File: src/rtl/ext_irq_ctrl.sv
// rtl/ext_irq_ctrl.sv - external interrupt controller: sync, pending latch, fixed-priority claim/complete
module ext_irq_ctrl #(
    parameter int NUM_SRC = 16
) (
    input  logic               clk,
    input  logic               reset_n,
    input  logic [NUM_SRC-1:0] src_irq,
    input  logic               irq_ack,
    output logic               meip,
    input  logic [4:0]         bus_addr,
    input  logic [31:0]        bus_wdata,
    input  logic               bus_we,
    input  logic               bus_re,
    output logic [31:0]        bus_rdata
);

    typedef enum logic {IDLE, CLAIMED} state_e;

    state_e             state_q, state_d;
    logic [NUM_SRC-1:0] s1_q, s2_q, s3_q;
    logic [NUM_SRC-1:0] lat_q, lat_d;
    logic [NUM_SRC-1:0] en_q, en_d;
    logic [NUM_SRC-1:0] trig_q, trig_d;
    logic [NUM_SRC-1:0] gate_q, gate_d;
    logic [4:0]         claim_q, claim_d;
    logic               meip_q, meip_d;
    logic [31:0]        rdata_q, rdata_d;

    logic [NUM_SRC-1:0] pend, elig, win_oh, claim_clr, w1c_mask;
    logic [4:0]         win_id;
    logic               any_elig;
    logic [2:0]         reg_idx;
    logic               wr_pend, wr_en, wr_trig, wr_cmpl;
    logic               unused_bits;

    assign reg_idx     = bus_addr[4:2];
    assign wr_pend     = bus_we && (reg_idx == 3'd0);
    assign wr_en       = bus_we && (reg_idx == 3'd1);
    assign wr_trig     = bus_we && (reg_idx == 3'd2);
    assign wr_cmpl     = bus_we && (reg_idx == 3'd4);
    assign unused_bits = ^{bus_addr[1:0], bus_wdata[31:NUM_SRC]};

    // Level sources expose s2 directly; a stale edge latch stays hidden behind them.
    assign pend     = (trig_q & lat_q) | (~trig_q & s2_q);
    assign elig     = pend & en_q & ~gate_q;
    assign any_elig = |elig;
    assign w1c_mask = wr_pend ? bus_wdata[NUM_SRC-1:0] : '0;

    always_comb begin
        win_oh = '0;
        win_id = '0;
        for (int k = NUM_SRC - 1; k >= 0; k--) begin
            if (elig[k]) begin
                win_oh    = '0;
                win_oh[k] = 1'b1;
                win_id    = 5'(k + 1);
            end
        end
    end

    always_comb begin
        state_d   = state_q;
        claim_d   = claim_q;
        gate_d    = gate_q;
        meip_d    = 1'b0;
        claim_clr = '0;
        case (state_q)
            IDLE: begin
                meip_d = any_elig && !irq_ack;
                if (irq_ack && any_elig) begin
                    state_d   = CLAIMED;
                    claim_d   = win_id;
                    gate_d    = win_oh;
                    claim_clr = win_oh & trig_q;
                end
            end
            CLAIMED: begin
                if (wr_cmpl && (bus_wdata[4:0] == claim_q)) begin
                    state_d = IDLE;
                    claim_d = '0;
                    gate_d  = '0;
                end
            end
            default: state_d = IDLE;
        endcase
    end

    // A fresh edge in the same cycle as a clear keeps the bit set.
    assign lat_d  = (lat_q & ~(w1c_mask & trig_q) & ~claim_clr) | (s2_q & ~s3_q & trig_q);
    assign en_d   = wr_en   ? bus_wdata[NUM_SRC-1:0] : en_q;
    assign trig_d = wr_trig ? bus_wdata[NUM_SRC-1:0] : trig_q;

    always_comb begin
        rdata_d = rdata_q;
        if (bus_re) begin
            case (reg_idx)
                3'd0:    rdata_d = 32'(pend);
                3'd1:    rdata_d = 32'(en_q);
                3'd2:    rdata_d = 32'(trig_q);
                3'd3:    rdata_d = {27'd0, claim_q};
                default: rdata_d = '0;
            endcase
        end
    end

    always_ff @(posedge clk or negedge reset_n) begin
        if (!reset_n) begin
            state_q <= IDLE;
            s1_q    <= '0;
            s2_q    <= '0;
            s3_q    <= '0;
            lat_q   <= '0;
            en_q    <= '0;
            trig_q  <= '0;
            gate_q  <= '0;
            claim_q <= '0;
            meip_q  <= 1'b0;
            rdata_q <= '0;
        end else begin
            state_q <= state_d;
            s1_q    <= src_irq;
            s2_q    <= s1_q;
            s3_q    <= s2_q;
            lat_q   <= lat_d;
            en_q    <= en_d;
            trig_q  <= trig_d;
            gate_q  <= gate_d;
            claim_q <= claim_d;
            meip_q  <= meip_d;
            rdata_q <= rdata_d;
        end
    end

    assign meip      = meip_q;
    assign bus_rdata = rdata_q;

endmodule

File: config.mk
export PLATFORM = sky130hd
export DESIGN_NAME = ext_irq_ctrl
export DESIGN_NICKNAME = d
export VERILOG_FILES = /design/src/rtl/ext_irq_ctrl.sv
export SDC_FILE = /design/constraint.sdc
export NUM_CORES = 1
export LEC_CHECK = 0
export ABC_CLOCK_PERIOD_IN_PS = 2800
export CORE_MARGIN = 2
export CORE_UTILIZATION = 40
export DETAILED_ROUTE_END_ITERATION = 7
export PLACE_DENSITY = 0.71
export SYNTH_ARGS = -nofsm -noshare
export SYNTH_HDL_FRONTEND = slang
export SYNTH_SLANG_ARGS = --single-unit
File: constraint.sdc
create_clock -name clk -period 2.8 [get_ports clk]
set_clock_uncertainty 0.15 [all_clocks]
set_input_delay 0.56 -clock clk [delete_from_list [all_inputs] [get_ports clk]]
set_output_delay 0.56 -clock clk [all_outputs]
set_load 0.005 [all_outputs]
### After elaboration in Yosys (flattened, before gate mapping)

Cells that the tools add are included.

* word-level logic and storage cells: 93
* register bits after elaboration: 151

* mux-type cells: 46
* reductions and logical operators: 11
* bitwise logic cells: 18
* eq/ne operators: 7

Operators with widths (count)
* two-way mux 16 bit: 21
* bitwise AND 16 bit: 10
* two-way mux 5 bit: 18
* NOT 16 bit: 5
* one-hot mux 16 bit (4 select lines): 1
* OR 16 bit: 2
* one-hot mux 16 bit (2 select lines): 1
* OR reduction 16 bit: 1
* one-hot mux 5 bit (2 select lines): 1
* logical AND 1 bit: 7
* == test 3 x 2 -> 1 bit (second input constant): 2
* == test 5 bit: 1
* == test 3 x 1 -> 1 bit (second input constant): 1
* == test 3 bit (second input constant): 1
* zero test 3 bit: 1
* two-way mux 1 bit: 3
* inequality test 2 x 1 -> 1 bit (second input constant): 1
* inequality test 2 bit (second input constant): 1
* one-hot mux 1 bit (2 select lines): 1
* AND reduction 2 bit: 1
* zero test 1 bit: 1
* NOT 1 bit: 1

### Longest topological paths before layout

* depth after elaboration: 27
* gate-level depth with buffers: 9
* mapped depth without buffers: 6

### Worst setup path after synthesis

OpenSTA, ideal clock, no wires.

* kind: register -> register
* start: register trig_q[10]
* end: register gate_q[13]
* path buffers: 2
* library setup time: 127 ps
* slack: 247 ps
* cell stages (with the launch flop): 9
* arrival: 2275 ps
* required time: 2523 ps
* path through: dfrtp_1 buf_6 mux2_4 a222oi_1 nand4_2 nor2_2 o21a_1 buf_6 mux2_1

* longest elaborated chain between the ends: 18
* elaborated cells on any way between the ends: 23

RTL lines
* start: declaration: line 23 `logic [NUM_SRC-1:0] trig_q, trig_d;`
* start signal: assignment: line 126 `trig_q <= trig_d;`
* NOT 16 bit: line 44 `assign pend = (trig_q & lat_q) | (~trig_q & s2_q);`
* bitwise AND 16 bit: line 44
* OR 16 bit *: line 44
* bitwise AND 16 bit * (2 in a row): line 45 `assign elig = pend & en_q & ~gate_q;`
* two-way mux 16 bit (11 in a row): line 53 `if (elig[k]) begin`
* two-way mux 16 bit: line 70 `if (irq_ack && any_elig) begin`
* one-hot mux 16 bit (2 select lines): line 67 `case (state_q)`
* end signal: assignment: line 127 `gate_q <= gate_d;`
* end: declaration: line 24 `logic [NUM_SRC-1:0] gate_q, gate_d;`

Every way passes the cells marked *; elsewhere a longest branch is shown, timed or not. The select of a mux whose other input is x is not followed.
A chain may end at the register's enable or synchronous reset.

### Worst setup path in the final report

* start: register trig_q[11]
* end: register gate_q[5]

* longest elaborated chain between the ends: 19
* elaborated cells on any way between the ends: 24

RTL lines (line)
* NOT 16 bit: 44
* bitwise AND 16 bit: 44
* OR 16 bit *: 44
* bitwise AND 16 bit * (2 in a row): 45
* two-way mux 16 bit (12 in a row): 53
* two-way mux 16 bit: 70
* one-hot mux 16 bit (2 select lines): 67

Marks and branches as above.

==> reports/metrics.cfg <==
[status]
status = finished clean

[min_path]
hp-class = reg2reg

[routing]
ant_nets = 0
firstDrtPassIters = 5
post_drt_wl_per_cell_um = 17.49
viasPerCell = 5.459
wl_um = 14340
drc = 0
drt_iter0_drc = 419
num_vias = 4476

[synthesis]
synth-adder-area-share_pct = 0
synth_seq_area_share_pct = 56.50
synth_mux_area_share_pct = 9.888
synth_top_family_by_area = compound AO/OA/AOI/OAI gates
synth-simple-area-share_pct = 10.92
synth_edf_count = 0
syn-instance-count = 535
synth.avg_cell_area_sq_um = 11.09
syn-cell-area_sq_um = 5934
async_reset_ff_share_pct = 100.0
synth_ff_type = dfrtp_1
ys_seq_elements = 134
synth_cell_types = 56
synth_compound_area_share_pct = 17.01
yosysWarnings = 0
synthXorXnorAreaFrac_pct = 0.7379

[sta]
post-route-min-period_ns = 2.600
hold_violations = 0
fmax_mhz = 384.6
timing.hold.ws_ns = 0.1926
final_max_slew_viol_count = 0
fin_ws_ns = 0.1996
final.period_utilization_pct = 92.87
rsz0062_at_grt = false
setup_violations = 0

[cells_and_area]
area_delta_synth_final_pct = 25.01
antenna_cells = 0
stdcell_area_sq_um = 7418
post-route-util_pct = 51.04
nets = 682
drive_gt1_share_pct = 17.30
final_cell_mix = dfrtp_1 (134), clkdlybuf4s50_1 (55), nand2_1 (50)
final_common_cell = dfrtp_1
fillers = 1277

[placement]
gp_congestion = 0.8302
pre_cts_slack_ns = -0.08656
port_buffers = 56
dpl_cell_area_sq_um = 6832
place_hpwl_um = 9785

[clock_network]
postCtsSetupRepairBufs = 0
cts_resized = 0
cts_tree = built
clock_latency_ns = 0.42
max-clock-path-buffers = 2
clk_pin_slew_ns = 0.06
htree_levels = 4
cts_buffers = 17
root_buffer = clkbuf_16
cts.sinks = 134
hold_buffers = 1

[global_routing]
grt_pass1_wl_um = 24160
antenna_found_initial = 0
grt_pass1_vias = 4647
overflow = 0
grt.total_usage_pct = 19.24
grt_max_degree = 50

[die]
die_w_um = 125.8
dieArea_sq_um = 15830
start_util_pct = 40.83
ios = 91
fp.dieH_um = 125.8
rows = 44
core_sq_um = 14530

[critical_path]
slowest_stage = a222oi_1
crit_chain = mux2_2, a222oi_1, nand4_2, nor2_2, o21a_1, mux2_1
rr_worst_depth = 6
critical_path_class = reg2reg
crit_path_max_fanout = 8
worstPathRequired_ns = 2.95
regToRegEndpoint = gate_q[5]$_DFFE_PN0P_
start_kind = flop
arrival_ns = 2.75
critPathCaptureType = flop
regToRegStartpoint = trig_q[11]$_DFFE_PN0P_
crit_path_max_incr_delay_ns = 0.46
startpoint = trig_q[11]$_DFFE_PN0P_
worstSetupEndpoint = gate_q[5]$_DFFE_PN0P_
r2r_slack_ns = 0.20

[pwr]
power.density_nw_per_um2 = 748.5
peakVddDrop_mv = 0.4711
power_w = 0.005553
p_leak_nw = 3.239

[flow_run]
drv_cap = 0

-- cells by family (layout without fill, tap and decap cells) --
kind of cell           after synthesis  count (layout)
AO/OA/AOI/OAI                      156             156
XOR/XNOR                             5               5
buffers and inverters               54             140
flip-flops                         134             134
multiplexers                        53              53
other                                1              16
AND/OR/NAND/NOR                    132             132
-- Yosys cell counts, types with 5 or more instances --
| master | instances | area share (%) |
|---|---|---|
| dfrtp_1 | 134 | 57 |
| nand2_1 | 50 | 3.2 |
| o21ai_0 | 41 | 3.5 |
| a21oi_1 | 40 | 3.4 |
| mux2_2 | 39 | 7.4 |
| nor2_1 | 24 | 1.5 |
| inv_1 | 19 | 1.2 |
| buf_4 | 16 | 2.0 |
| clkbuf_1 | 16 | 1.0 |
| o211ai_1 | 14 | 1.8 |
| a21o_1 | 11 | 1.4 |
| mux2i_1 | 11 | 1.9 |
| nor2b_1 | 10 | 1.1 |
| nand2b_1 | 9 | 0.95 |
| nor3_1 | 8 | 0.67 |
| a31oi_1 | 7 | 0.74 |
| nand4_1 | 6 | 0.63 |
| a32oi_1 | 5 | 0.74 |
-- where the power goes --
| group | total [W] | internal [W] | switching (W) |
|---|---|---|---|
| clock | 0.00218 | 0.00137 | 0.000805 |
| combinational | 0.00101 | 0.000506 | 0.000507 |
| sequential | 0.00236 | 0.00216 | 0.000200 |
-- layer usage --
layer | part of all wire (%) | vias up | wire (um) | track usage, %
met4 | 1.8 | 0 | 252 | 6.787
met2 | 48 | 145 | 6893 | 30.78
met1 | 45 | 2232 | 6519 | 25.84
li1 | - | 2079 | - | -
met3 | 4.7 | 20 | 674 | 4.588
met5 | 0 | - | 0 | 0
-- stage by stage --
step                      TNS [ns]  cells
final                            0    820
after global routing             0    820
after CTS                        0    820
after detailed placement   -0.7475    788
after global placement     -0.1929    788
after floorplan                  0    550
-- layout make-up --
type	instances	area, sq um	area share [%]
Tap cell	184	230.2	3.103
Timing Repair Buffer	90	832.0	11.22
Sequential cell	134	3353	45.20
Inverter	19	71.32	0.9614
Clock buffer	23	478.0	6.443
Multi-Input combinational cell	362	2355	31.74
Clock inverter	8	98.84	1.332
-- sequential cells by signal (all words and copies together), names as in the netlist --
name / cells
state_q: 1
meip: 1
en_q: 16
gate_q: 16
trig_q: 16
bus_rdata: 16
claim_q: 4
s2_q: 16
s3_q: 16
lat_q: 16
s1_q: 16
-- worst min path at each step --
stage                                  start                        to  slack [ns]  depth (start not counted)
after global placement     s1_q[7]$_DFF_PN0_         s2_q[7]$_DFF_PN0_        0.18                          0
after CTS                  s1_q[3]$_DFF_PN0_         s2_q[3]$_DFF_PN0_        0.20                          0
final                     s1_q[10]$_DFF_PN0_        s2_q[10]$_DFF_PN0_        0.19                          0
after detailed placement   s1_q[3]$_DFF_PN0_         s2_q[3]$_DFF_PN0_        0.18                          0
after floorplan                      reset_n  bus_rdata[0]$_DFFE_PN0P_        0.11                          0
after global routing      s1_q[10]$_DFF_PN0_        s2_q[10]$_DFF_PN0_        0.20                          0
-- worst max-delay path: cells and delay by family, from the launching register on --
| family | cells | cell delay (ns) |
|---|---|---|
| compound gates | 2 | 0.79 |
| flops | 1 | 0.40 |
| mux | 2 | 0.75 |
| simple gates | 2 | 0.38 |
Note: power is estimated with default switching activity, not from simulation.
